<file path="src/rtl/load_scheduler_pkg.sv">
// Shared definitions for the load scheduler and the switch-matrix FSM bench.
// Latency: n/a (types, constants and pure helper functions only).
// Backpressure: n/a.
package load_scheduler_pkg;

    // Codes driven onto the switch-matrix FSM DesiredLoad input.
    typedef enum logic [1:0] {
        LD_NUL = 2'b00,
        LD_LAA = 2'b01,
        LD_LBB = 2'b10,
        LD_LCC = 2'b11
    } load_t;

    // Bit positions in req/grant.
    localparam int REQ_AA = 0;
    localparam int REQ_BB = 1;
    localparam int REQ_CC = 2;

    typedef enum logic [2:0] {
        ST_IDLE    = 3'd0,
        ST_SWITCH  = 3'd1,
        ST_DWELL   = 3'd2,
        ST_RELEASE = 3'd3,
        ST_FAULT   = 3'd4
    } state_t;

    // Next requester index modulo 3.
    function automatic logic [1:0] inc3(input logic [1:0] i);
        return (i >= 2'd2) ? 2'd0 : i + 2'd1;
    endfunction

    // One-hot requester vector to index; an all-zero vector maps to AA.
    function automatic logic [1:0] onehot_to_idx(input logic [2:0] oh);
        if (oh[REQ_CC])      return 2'd2;
        else if (oh[REQ_BB]) return 2'd1;
        else                 return 2'd0;
    endfunction

    // Requester index to matrix load code (AA->LAA, BB->LBB, CC->LCC).
    function automatic load_t idx_to_load(input logic [1:0] idx);
        return load_t'(idx + 2'd1);
    endfunction

endpackage

</file>
<file path="src/rtl/load_scheduler_rr_arbiter3.sv">
// Three-way round-robin pick: search ptr+1, ptr+2, then ptr itself (mod 3).
// Latency: combinational, zero cycles.
// Backpressure: none; the caller decides whether to act on win_vld.
// Ports: req (requests), ptr (last winner), excl (exclude ptr from the search),
//        win (one-hot winner), win_vld (any winner found).
module rr_arbiter3
    import load_scheduler_pkg::*;
(
    input  logic [2:0] req,
    input  logic [1:0] ptr,
    input  logic       excl,
    output logic [2:0] win,
    output logic       win_vld
);

    logic [1:0] cand1;
    logic [1:0] cand2;

    always_comb begin
        cand1 = inc3(ptr);
        cand2 = inc3(cand1);
        win   = 3'b000;
        if (req[cand1])
            win[cand1] = 1'b1;
        else if (req[cand2])
            win[cand2] = 1'b1;
        else if (!excl && req[ptr])
            win[ptr] = 1'b1;
    end

    assign win_vld = |win;

endmodule

</file>
<file path="src/rtl/load_scheduler.sv">
// Round-robin sequencer choosing which requester drives the switch matrix, with settle/dwell/fault holds.
// Latency: grant and desired_load registered one edge after req is sampled in IDLE.
// Backpressure: req is level-held by requesters and ignored while switching, dwelling or faulted.
// Ports: clk, rst (async, high), req[2:0] (AA/BB/CC), short_in; desired_load[1:0] to FSM,
//        grant[2:0] one-hot owner, busy (matrix switching), fault (short lockout).
module load_scheduler
    import load_scheduler_pkg::*;
#(
    parameter int SETTLE_CYCLES = 8,
    parameter int DWELL_CYCLES  = 16,
    parameter int FAULT_HOLD    = 32
) (
    input  logic       clk,
    input  logic       rst,
    input  logic [2:0] req,
    input  logic       short_in,
    output logic [1:0] desired_load,
    output logic [2:0] grant,
    output logic       busy,
    output logic       fault
);

    localparam int MAX_SD = (SETTLE_CYCLES > DWELL_CYCLES) ? SETTLE_CYCLES : DWELL_CYCLES;
    localparam int MAX_C  = (MAX_SD > FAULT_HOLD) ? MAX_SD : FAULT_HOLD;
    localparam int CW     = $clog2(MAX_C + 1);

    // The "last" values mark the edge on which the Nth count completes.
    localparam logic [CW-1:0] SETTLE_LAST = CW'(SETTLE_CYCLES - 1);
    localparam logic [CW-1:0] DWELL_LAST  = CW'(DWELL_CYCLES - 1);
    localparam logic [CW-1:0] DWELL_SAT   = CW'(DWELL_CYCLES);
    localparam logic [CW-1:0] FAULT_LAST  = CW'(FAULT_HOLD - 1);

    state_t        state, state_nx;
    logic [CW-1:0] cnt, cnt_nx;
    logic [1:0]    ptr, ptr_nx;
    load_t         load_nx;
    logic [2:0]    grant_nx;
    logic          busy_nx;
    logic          fault_nx;

    logic [2:0]    win;
    logic          win_vld;
    logic          excl;

    // In DWELL the owner (== ptr) may only keep the matrix, never re-win it.
    assign excl = (state == ST_DWELL);

    rr_arbiter3 u_arb (
        .req     (req),
        .ptr     (ptr),
        .excl    (excl),
        .win     (win),
        .win_vld (win_vld)
    );

    always_ff @(posedge clk or posedge rst) begin
        if (rst) begin
            state        <= ST_IDLE;
            cnt          <= '0;
            ptr          <= 2'd2;
            desired_load <= LD_NUL;
            grant        <= 3'b000;
            busy         <= 1'b0;
            fault        <= 1'b0;
        end else begin
            state        <= state_nx;
            cnt          <= cnt_nx;
            ptr          <= ptr_nx;
            desired_load <= load_nx;
            grant        <= grant_nx;
            busy         <= busy_nx;
            fault        <= fault_nx;
        end
    end

    always_comb begin
        state_nx = state;
        cnt_nx   = cnt;
        ptr_nx   = ptr;
        load_nx  = load_t'(desired_load);
        grant_nx = grant;
        busy_nx  = busy;
        fault_nx = fault;

        // A short pre-empts everything; inside FAULT it must not restart the hold.
        if (short_in && state != ST_FAULT) begin
            state_nx = ST_FAULT;
            cnt_nx   = '0;
            load_nx  = LD_NUL;
            grant_nx = 3'b000;
            busy_nx  = 1'b0;
            fault_nx = 1'b1;
        end else begin
            case (state)
                ST_IDLE: begin
                    load_nx  = LD_NUL;
                    grant_nx = 3'b000;
                    busy_nx  = 1'b0;
                    fault_nx = 1'b0;
                    if (win_vld) begin
                        state_nx = ST_SWITCH;
                        cnt_nx   = '0;
                        ptr_nx   = onehot_to_idx(win);
                        load_nx  = idx_to_load(onehot_to_idx(win));
                        grant_nx = win;
                        busy_nx  = 1'b1;
                    end
                end
                ST_SWITCH: begin
                    if (cnt >= SETTLE_LAST) begin
                        state_nx = ST_DWELL;
                        cnt_nx   = '0;
                        busy_nx  = 1'b0;
                    end else begin
                        cnt_nx = cnt + 1'b1;
                    end
                end
                ST_DWELL: begin
                    if (cnt >= DWELL_LAST) begin
                        if (win_vld) begin
                            // Drive the new code directly; the FSM walks through NUL itself.
                            state_nx = ST_SWITCH;
                            cnt_nx   = '0;
                            ptr_nx   = onehot_to_idx(win);
                            load_nx  = idx_to_load(onehot_to_idx(win));
                            grant_nx = win;
                            busy_nx  = 1'b1;
                        end else if (|(req & grant)) begin
                            cnt_nx = DWELL_SAT;
                        end else begin
                            state_nx = ST_RELEASE;
                            cnt_nx   = '0;
                            load_nx  = LD_NUL;
                            grant_nx = 3'b000;
                            busy_nx  = 1'b1;
                        end
                    end else begin
                        cnt_nx = cnt + 1'b1;
                    end
                end
                ST_RELEASE: begin
                    if (cnt >= SETTLE_LAST) begin
                        state_nx = ST_IDLE;
                        cnt_nx   = '0;
                        busy_nx  = 1'b0;
                    end else begin
                        cnt_nx = cnt + 1'b1;
                    end
                end
                ST_FAULT: begin
                    if (cnt >= FAULT_LAST) begin
                        // Hold expired: counter stays put until the short clears.
                        if (!short_in) begin
                            state_nx = ST_IDLE;
                            cnt_nx   = '0;
                            fault_nx = 1'b0;
                        end
                    end else begin
                        cnt_nx = cnt + 1'b1;
                    end
                end
                default: begin
                    state_nx = ST_IDLE;
                    cnt_nx   = '0;
                    load_nx  = LD_NUL;
                    grant_nx = 3'b000;
                    busy_nx  = 1'b0;
                    fault_nx = 1'b0;
                end
            endcase
        end
    end

endmodule

</file>
<file path="config.mk">
export PLATFORM = sky130hd
export DESIGN_NAME = load_scheduler
export DESIGN_NICKNAME = d
export VERILOG_FILES = /design/src/rtl/load_scheduler_pkg.sv /design/src/rtl/load_scheduler_rr_arbiter3.sv /design/src/rtl/load_scheduler.sv
export SDC_FILE = /design/constraint.sdc
export NUM_CORES = 1
export LEC_CHECK = 0
export ABC_AREA = 1
export BUFFER_PORTS_ARGS = -buffer_cell sky130_fd_sc_hd__buf_2
export CORE_ASPECT_RATIO = 0.6
export CORE_MARGIN = 2
export CORE_UTILIZATION = 55
export CTS_CLUSTER_DIAMETER = 60
export DETAILED_ROUTE_END_ITERATION = 16
export GPL_TIMING_DRIVEN = 0
export PLACE_DENSITY_LB_ADDON = 0.2
export RECOVER_POWER = 100
export SYNTH_ARGS = -nofsm -noshare
export SYNTH_HDL_FRONTEND = slang
export SYNTH_HIERARCHICAL = 1
export SYNTH_SLANG_ARGS = --single-unit
export TNS_END_PERCENT = 20
</file>
<file path="constraint.sdc">
create_clock -name clk -period 4 [get_ports clk]
set_input_delay 0.2 -clock clk [delete_from_list [all_inputs] [get_ports clk]]
set_output_delay 0.2 -clock clk [all_outputs]
set_load 0.005 [all_outputs]
</file>
Yosys cells after proc, flatten, opt, wreduce, memory -nomap -nowiden
Cells that the tools add are included.
{"block": "word_totals", "regBits": 18, "elab_cells": 132}
{"block": "op_classes", "add_sub_neg": 5, "magnitude_cmp": 11, "eq_ne": 18, "mux": 70, "bitwise_logic": 2, "reduce_logical": 19}
{"op": "$mux 3", "count": 17}
{"op": "$mux 6", "count": 6}
{"op": "$mux 2", "count": 16}
{"op": "$pmux 6 s4", "count": 1}
{"op": "$ne 3x3->1 const B", "count": 6}
{"op": "$mux 1", "count": 16}
{"op": "$pmux 3 s5", "count": 1}
{"op": "$reduce_or 3->1", "count": 4}
{"op": "$mux 5", "count": 2}
{"op": "$lt 2x3->1 const B", "count": 3}
{"op": "$pmux 3 s3", "count": 1}
{"op": "$reduce_and 3->1", "count": 3}
{"op": "$add 2x1->2 const B", "count": 4}
{"op": "$ne 4x4->1 const B", "count": 2}
{"op": "$reduce_and 7->1", "count": 1}
{"op": "$add 6x1->6 const B", "count": 1}
{"op": "$bmux 1 s2", "count": 3}
{"op": "$demux 1 s2", "count": 3}
{"op": "$eq 3x2->1 const B", "count": 2}
{"op": "$ge 2x1->1 const B", "count": 3}
{"op": "$ge 6x3->1 const B", "count": 1}
{"op": "$ge 6x4->1 const B", "count": 1}
{"op": "$ge 6x5->1 const B", "count": 1}
{"op": "$pmux 2 s3", "count": 1}
{"op": "19 further kinds", "count": 26}

Logic depth before layout (Yosys ltp)
Gate-level depths: netlist of run 1.
{"block": "depth", "ltp_word": 21, "ltp_mapped": 19}

Hierarchy
The synthesis of run 1 kept the hierarchy.
{"module": "load_scheduler", "instances": 1, "cells_per_inst": 147, "area_per_inst_um2": 1098.6}
{"module": "rr_arbiter3", "instances": 1, "cells_per_inst": 44, "area_per_inst_um2": 215.2}

Least setup slack after synthesis of run 1
Ideal clock, no wire load.
{"block": "synth_path", "path_type": "register to register", "startpoint": "register state[2]", "endpoint": "register cnt[3]", "t_arrival_ns": 1.856, "required_ns": 3.887, "setup_slack_ns": 2.031, "path_stages_with_launch": 19, "n_path_buf": 0, "period_less_slack_ns": 1.969, "cell_sequence": "dfrtp_1 -> nor2_2 -> nand2_2 -> inv_1 -> inv_1 -> nand4_1 -> inv_1 -> nand2_1 -> nand2_1 -> a21oi_2 -> nand3_1 -> nor2_1 -> nand3_1 -> nand2_1 -> nand2_1 -> nand2_1 -> nand2_1 -> nand2_1 -> inv_1"}
{"block": "synth_via", "elab_chain_cells": 11, "word_cells_on_any_way": 21, "classes_between": "eq/ne (7); mux (7); reduce/logical (7)"}
{"element": "from (decl)", "line": "load_scheduler.sv:33", "source": "state_t state, state_nx;"}
{"element": "from (signal assigned)", "line": "load_scheduler.sv:66", "source": "state <= state_nx;"}
{"element": "$eq 3x2->1 *", "line": "load_scheduler.sv:46", "source": "assign excl = (state == ST_DWELL);"}
{"element": "via excl", "line": "load_scheduler.sv:43", "source": "logic excl;"}
{"element": "$logic_not 1->1 *", "line": "load_scheduler_rr_arbiter3.sv:27", "source": "else if (!excl && req[ptr])"}
{"element": "$logic_and 1x1->1 *", "line": "load_scheduler_rr_arbiter3.sv:27"}
{"element": "$mux 3 *", "line": "load_scheduler_rr_arbiter3.sv:27"}
{"element": "$mux 3 *", "line": "load_scheduler_rr_arbiter3.sv:25", "source": "else if (req[cand2])"}
{"element": "$mux 3 *", "line": "load_scheduler_rr_arbiter3.sv:23", "source": "if (req[cand1])"}
{"element": "$reduce_or 3->1 *", "line": "load_scheduler_rr_arbiter3.sv:31", "source": "assign win_vld = |win;"}
{"element": "via win_vld", "line": "load_scheduler.sv:42", "source": "logic win_vld;"}
{"element": "$mux 5", "line": "load_scheduler.sv:120", "source": "if (win_vld) begin"}
{"element": "$mux 6", "line": "load_scheduler.sv:119", "source": "if (cnt >= DWELL_LAST) begin"}
{"element": "$pmux 6 s4", "line": "load_scheduler.sv:94", "source": "case (state)"}
{"element": "$mux 6", "line": "load_scheduler.sv:86", "source": "if (short_in && state != ST_FAULT) begin"}
{"element": "to (signal assigned)", "line": "load_scheduler.sv:67", "source": "cnt <= cnt_nx;"}
{"element": "to (decl)", "line": "load_scheduler.sv:34", "source": "logic [CW-1:0] cnt, cnt_nx;"}
The timed path passes the listed nets; every way through them passes the cells marked *.
A chain may end at the register's enable or synchronous reset.

Worst setup path after layout of run 1
{"block": "layout_path", "startpoint": "register state[2]", "endpoint": "register grant[0]"}
{"block": "layout_via", "elab_chain_cells": 11, "word_cells_on_any_way": 23, "classes_between": "eq/ne (8); mux (8); reduce/logical (7)"}
{"element": "$eq 3x2->1 *", "line": "load_scheduler.sv:46"}
{"element": "via excl", "line": "load_scheduler.sv:43"}
{"element": "$logic_not 1->1 *", "line": "load_scheduler_rr_arbiter3.sv:27"}
{"element": "$logic_and 1x1->1 *", "line": "load_scheduler_rr_arbiter3.sv:27"}
{"element": "$mux 3 *", "line": "load_scheduler_rr_arbiter3.sv:27"}
{"element": "$mux 3 *", "line": "load_scheduler_rr_arbiter3.sv:25"}
{"element": "$mux 3 *", "line": "load_scheduler_rr_arbiter3.sv:23"}
{"element": "$reduce_or 3->1 *", "line": "load_scheduler_rr_arbiter3.sv:31"}
{"element": "via win_vld", "line": "load_scheduler.sv:42"}
{"element": "$mux 3", "line": "load_scheduler.sv:120"}
{"element": "$mux 3", "line": "load_scheduler.sv:119"}
{"element": "$pmux 3 s3", "line": "load_scheduler.sv:94"}
{"element": "$mux 3", "line": "load_scheduler.sv:86"}
{"element": "to (signal assigned)", "line": "load_scheduler.sv:70", "source": "grant <= grant_nx;"}
{"element": "to (decl)", "line": "load_scheduler.sv:18", "source": "output logic [2:0] grant,"}
The timed path passes the listed nets; every way through them passes the cells marked *. The select of a mux whose other input is x is not followed.

==> results of run 1 <==
==> metal layers <==
layer	routed length, um	GRT usage (%)
met5	0	0
met2	1300	36.6
met4	32	6.12
met1	1520	37.4
met3	234	5.69
==> power breakdown <==
part / switching (mW) / total [mW] / leakage, nW / internal [mW]
clock network: 0.0678 / 0.156 / 0.0288 / 0.0878
logic: 0.273 / 0.432 / 0.618 / 0.159
registers: 0.0696 / 0.321 / 0.227 / 0.251
==> cell usage after synthesis (all sizes together) <==
library cell   n
a21oi          5
inv           36
dfstp          1
buf            1
nor3           2
ha             2
xor2           2
nand4          7
dfrtp         17
o22ai          1
nand2         74
o21a           1
nand3         22
nor2          14
o21ai          6
==> how the worst min path moves through the flow <==
stage,startpoint,to,slack [ns],cells after the start
floorplan,rst,busy,0.14,1
global placement,rst,busy,0.32,2
detailed placement,rst,cnt[2],0.34,2
CTS,rst,desired_load[1],0.04,2
global route,rst,cnt[2],0.08,2
finish,rst,desired_load[1],0.02,2
==> placed cells by master, fill, tap and decap left out, types with 3 or more instances in the layout <==
cell	Yosys	routed
nand2_2	5	4
nor2_4	3	3
a21oi_1	2	3
dfrtp_1	17	17
clkbuf_8	0	4
inv_2	3	3
nand3_1	18	20
nand4_1	7	7
nor2_1	7	9
inv_1	33	33
nand2_1	65	69
buf_2	0	11
o21ai_0	5	5
==> sequential cells by signal, indices dropped and copies added, names as in the netlist <==
name	count
grant	3
busy	1
fault	1
ptr	2
cnt	6
state	3
desired_load	2
==> layout make-up <==
cell class / instances / area share (%)
inverters: 36 / 9.51
multi-input cells: 136 / 47.3
clock buffers: 4 / 3.87
flip-flops and latches: 18 / 31.8
well taps: 30 / 2.64
repair buffers: 12 / 4.14
plain buffers: 1 / 0.792
==> critical path: stages (launching register included) <==
cell	delay, ns
dfrtp_1	0.44
nor2_1	0.23
nand2_1	0.20
inv_1	0.09
inv_1	0.07
nand4_1	0.09
inv_1	0.04
nand2_1	0.07
nand2_1	0.06
a21oi_1	0.20
nand3_1	0.18
nor2_1	0.28
nand2_2	0.08
nand2_1	0.07
nand2_1	0.12
nand2_1	0.20
nand2_1	0.08
nand2_1	0.07
==> stage by stage <==
stage / cell area, sq um / power (mW) / hold slack (ns)
after floorplan: 1310 / 0.645 / 0.138
after global placement: 1410 / 0.738 / 0.322
after detailed placement: 1410 / 0.765 / 0.336
after CTS: 1470 / 0.922 / 0.0444
after global routing: 1420 / 0.992 / 0.0811
final: 1420 / 0.909 / 0.0166
==> kinds of logic (layout without fill, tap and decap cells) <==
logic type | count (synthesis) | count (layout) | synth area share, %
simple gates | 119 | 119 | 44.9
flops | 18 | 18 | 34.4
compound gates | 13 | 13 | 6.38
xor+xnor | 2 | 2 | 1.33
fa+ha+maj | 2 | 2 | 1.90
buf+inv | 37 | 53 | 11.1
==> results by group, run 1 <==
Status
  • Status: complete, no violations

Final layout
  • Nets: 216
  • Area Growth Syn to Fin: 8.19%
  • # diodes: 0
  • FILL cells: 213
  • Area of the multi-input gates: 672 sq um
  • Share of layout cells above drive strength 1: 16.9%
  • Non-filler instance count after layout: 237
  • Storage cell area: 452 sq um
  • Fin util: 64.3%

Synthesis
  • Synth Warn #: 6
  • Syn Nets: 199
  • Synth Cell Area: 1310 sq um
  • Sequential fraction of the synthesis area: 34.4%
  • Synth Register Bits: 18
  • Largest cells by area after synthesis: dfrtp_1, nand2_1, inv_1
  • Cell taking the most area after synthesis: dfrtp_1
  • Share of the synthesized area in the top cell type: 32.4%
  • Syn avg cell area: 6.88 sq um
  • Library cells used by synthesis: 23
  • Post-Synthesis Cells: 191

Critical path
  • Worst EP arrival: 2.83 ns
  • Reg-to-reg slack, setup: 1.37 ns
  • Crit path from: state[2]
  • Critical Path End: grant[0]
  • Worst reg2reg path startpoint: state[2]
  • Reg2reg end: grant[0]
  • Worst Setup End Kind: flop
  • Required @ worst endpoint: 4.20 ns
  • Critical path class: reg -> reg
  • Worst R2R Path Depth: 17
  • Worst Setup Start Kind: flop
  • Crit Path Max Fanout: 6

STA
  • Final hold vios: 0
  • Fmax achieved: 380 MHz
  • Max transition margin: 55.3%
  • RSZ-0062 raised after global routing: false
  • Crit path time final: 2.63 ns
  • Least-Margin Pin Slew: 0.670 ns
  • Setup_tns: 0 ns
  • Setup-failing EPs final: 0
  • Post-route clock period utilization: 65.8%
  • Post-route setup slack: 1.37 ns
  • Clock Skew: 0.0116 ns
  • Final Max Tran Viols: 0

Placed design
  • Gp weighted congestion: 0.867
  • Pre-CTS setup slack: 1.67 ns
  • Hpwl dp: 2420 um
  • Port bufs: 12
  • Inst Count DP: 233

Pwr
  • Leakage Power: 0.874 nW
  • Power Dens Cells: 639 nW/um^2
  • Peak supply drop: 0.357 mV

Floorplanning
  • Die X: 67.1 um
  • # IOs: 13
  • Core Footprint: 2210 sq um
  • Std-Cell Rows: 13
  • Die area: 2810 sq um
  • Starting density of the core: 59.4%
  • Die span in y: 41.9 um

Clocking
  • Clock H-tree levels: 1
  • Setup bufs post-CTS: 0
  • CTS tree: done
  • Cts hold-fix bufs: 0
  • Post_cts resized: 0
  • Clock root cell: clkbuf_8
  • Clock latency on the worst-skew pair: 0.27 ns
  • Total CTS buffers: 3
  • TritonCTS Sinks: 18
  • Clk pin slew, worst setup/hold paths: 0.08 ns
  • CTS Buffer Depth: 2

Global route
  • Tot GR Track Use: 25.1%
  • First-pass GRT wire length: 5240 um
  • Vias in the first global route: 1110
  • Largest net degree at the start of global routing: 19
  • GRT overflow: 0
  • Initial antenna violation count: 0

Routing
  • Post-route ant nets: 0
  • DRC: 0
  • Drt total wl: 3090 um
  • DR vias: 1261
  • Iteration-0 DRC Markers: 168
  • Via density: 5.32
  • Drt wl/cell: 13.0 um
  • DRT Pass-1 Iters: 4

Worst hold path
  • Min-delay worst type: in -> async

Job
  • Max-Cap Viols: 0
Note: power is estimated with default switching activity, not from simulation.
==> run 2: changes to the inputs <==
Clock period 4 ns to 2.6 ns, I/O delays scaled along.
==> run 2 against run 1 <==
Compared with the run above:
- total power up 55%
- maximum frequency increased by 10%
- non-clock buffer count up 1
- utilization up 1.1 points
- cell count grew 0.42%
- highest routed layer unchanged
- sequential power grew 55%
- clock power increased by 53%
- setup slack got worse by 1.2 ns
==> results by group, run 2 (same netlist as run 1, synthesis figures left out) <==
Final layout
  • Largest register FFs: 6
  • Biggest regs: cnt (6), grant (3), state (3)
  • Area Growth Syn to Fin: 10.0%
  • Nets: 217
  • Biggest register: cnt
  • Share of layout cells above drive strength 1: 18.3%
  • Leading cell types in the layout, fill and taps excluded: nand2_1, inv_1, nand3_1
  • Commonest non-fill, non-tap cell in the layout: nand2_1
  • # diodes: 0

Critical path
  • Worst Setup End Kind: flop
  • Most frequent CP cell: nand2_1
  • Worst path top cell family by delay: simple AND/OR/NAND/NOR gates
  • Crit Path Max Fanout: 6
  • Worst EP arrival: 2.59 ns
  • Required @ worst endpoint: 2.79 ns
  • Critical path class: reg -> reg
  • Crit path from: state[2]
  • Worst reg2reg path startpoint: state[2]
  • Worst-path cell chain: nor2_4 > nand2_2 > inv_1 > inv_1 > nand4_1 > inv_1 > nand2_1 > nand2_1 > a21oi_2 > nand3_1 > nor2_1 > nand2_2 > nand2_1 > nand2_4 > nand2_1 > nand2_1 > nand2_1
  • Slowest-stage cell, CP: dfrtp_1
  • WP buf/inv: 3
  • Worst Setup Start Kind: flop
  • CP max stage delay: 0.47 ns

STA
  • Final Max Tran Viols: 0
  • Clock Skew: 0.0109 ns
  • Hold WS: 0.236 ns
  • Final hold vios: 0
  • Max transition margin: 55.6%
  • RSZ-0062 raised after global routing: false
  • Setup-failing EPs final: 0
  • Fmax achieved: 418 MHz
  • Crit path time final: 2.39 ns
  • Post-route clock period utilization: 92.0%
  • Setup_tns: 0 ns
  • Least-Margin Pin Slew: 0.666 ns

Clocking
  • Total CTS buffers: 3
  • Clock H-tree levels: 1
  • CTS Buffer Depth: 2
  • TritonCTS Sinks: 18
  • Clock root cell: clkbuf_8
  • Clock latency on the worst-skew pair: 0.26 ns
  • CTS tree: done
  • Clk pin slew, worst setup/hold paths: 0.08 ns
  • Setup bufs post-CTS: 0

Floorplanning
  • # IOs: 13
  • Core Footprint: 2210 sq um
  • Starting density of the core: 59.4%
  • Die X: 67.1 um
  • Die area: 2810 sq um
  • Std-Cell Rows: 13
  • Die span in y: 41.9 um

Routing
  • DRC: 0
  • DRT Pass-1 Iters: 4
  • DR vias: 1267
  • Post-route ant nets: 0
  • Via density: 5.32
  • Drt total wl: 3160 um
  • Drt wl/cell: 13.3 um
  • Iteration-0 DRC Markers: 143

Worst hold path
  • Min-delay worst type: in -> reg
  • Hold Path Origin: short_in

Global route
  • Largest net degree at the start of global routing: 19
  • Initial antenna violation count: 0
  • Tot GR Track Use: 25.1%
  • First-pass GRT wire length: 5240 um
  • Vias in the first global route: 1110
  • GRT overflow: 0

Pwr
  • Combinational power share: 47.9%
  • Switching Fraction: 45.3%
  • Reg power frac: 35.2%
  • Clock share of power: 16.9%
  • Peak supply drop: 0.549 mV
  • Int Power: 0.770 mW
  • Leakage Power: 0.882 nW
  • Power Dens Cells: 975 nW/um^2
  • Switching pwr: 0.639 mW

Job
  • Max-Cap Viols: 0

Placed design
  • Hpwl dp: 2420 um
  • Port bufs: 12
  • Gp weighted congestion: 0.867

Status
  • Status: complete, no violations
==> run 2: cell types whose count changed in the layout (fill, tap and decap cells not counted) <==
cell	previous run	this run
nand2_4	1	2
nand2_1	69	67
a21oi_2	2	3
dlygate4sd3_1	0	1
nand2_2	4	5
a21oi_1	3	2
==> run 2: cell type report <==
cell class	count	area, sq um
buffer	1	11.3
fill	209	767
timing repair buffer	13	68.8
multi-input combinational	136	686
sequential	18	452
clock buffer	4	55.1
inverter	36	135
tap	30	37.5
==> run 2: per-layer routing <==
layer  up-vias  GRT usage, %  part of all wire [%]
met5         -             0                     0
met1       573          37.4                    47
li1        630             -                     -
met4         0          6.12                  0.54
met3         4          5.69                   9.4
met2        60          36.6                    43
==> run 2: repair_timing <==
item                                   CTS  global route
hold buffers                             1             0
gates resized for setup                  0             1
setup endpoints to repair                0             2
endpoints found under the hold margin   17             0
==> run 2: stage by stage <==
step | util [%] | total power [mW] | std cells | area (sq um) | setup WS (ns)
detailed placement | 63.8 | 1.18 | 233 | 1410 | 0.272
floorplan | - | 0.992 | 191 | 1310 | 0.631
global placement | 63.8 | 1.14 | 233 | 1410 | 0.360
global route | 65.3 | 1.54 | 238 | 1450 | 0.0258
CTS | 66.7 | 1.42 | 238 | 1480 | 0.235
finish | 65.3 | 1.41 | 238 | 1450 | 0.207
==> run 2: worst reg2reg max path, delay by kind of cell (launching register included) <==
family | cells | cell delay (ns)
buffers and inverters | 3 | 0.17
AO/OA/AOI/OAI | 1 | 0.16
AND/OR/NAND/NOR | 13 | 1.52
flip-flops | 1 | 0.47
==> run 2: power groups by stage <==
stage	logic, mW	registers, mW	clock network [mW]
CTS	0.684	0.494	0.243
floorplan	0.513	0.479	0
global route	0.770	0.513	0.253
finish	0.676	0.496	0.238
global placement	0.646	0.489	0
detailed placement	0.681	0.496	0
==> run 2: path summary, 6_finish.rpt <==
| path | endpoint | slack (ns) | cells after the start |
|---|---|---|---|
| max in group asynchronous | grant[2] | 1.67 | 3 |
| min in group asynchronous | desired_load[1] | 0.50 | 3 |
| max | grant[0] | 0.21 | 17 |
| min | fault | 0.24 | 3 |
| max reg2reg | grant[0] | 0.21 | 17 |
| min reg2reg | desired_load[0] | 0.48 | 2 |
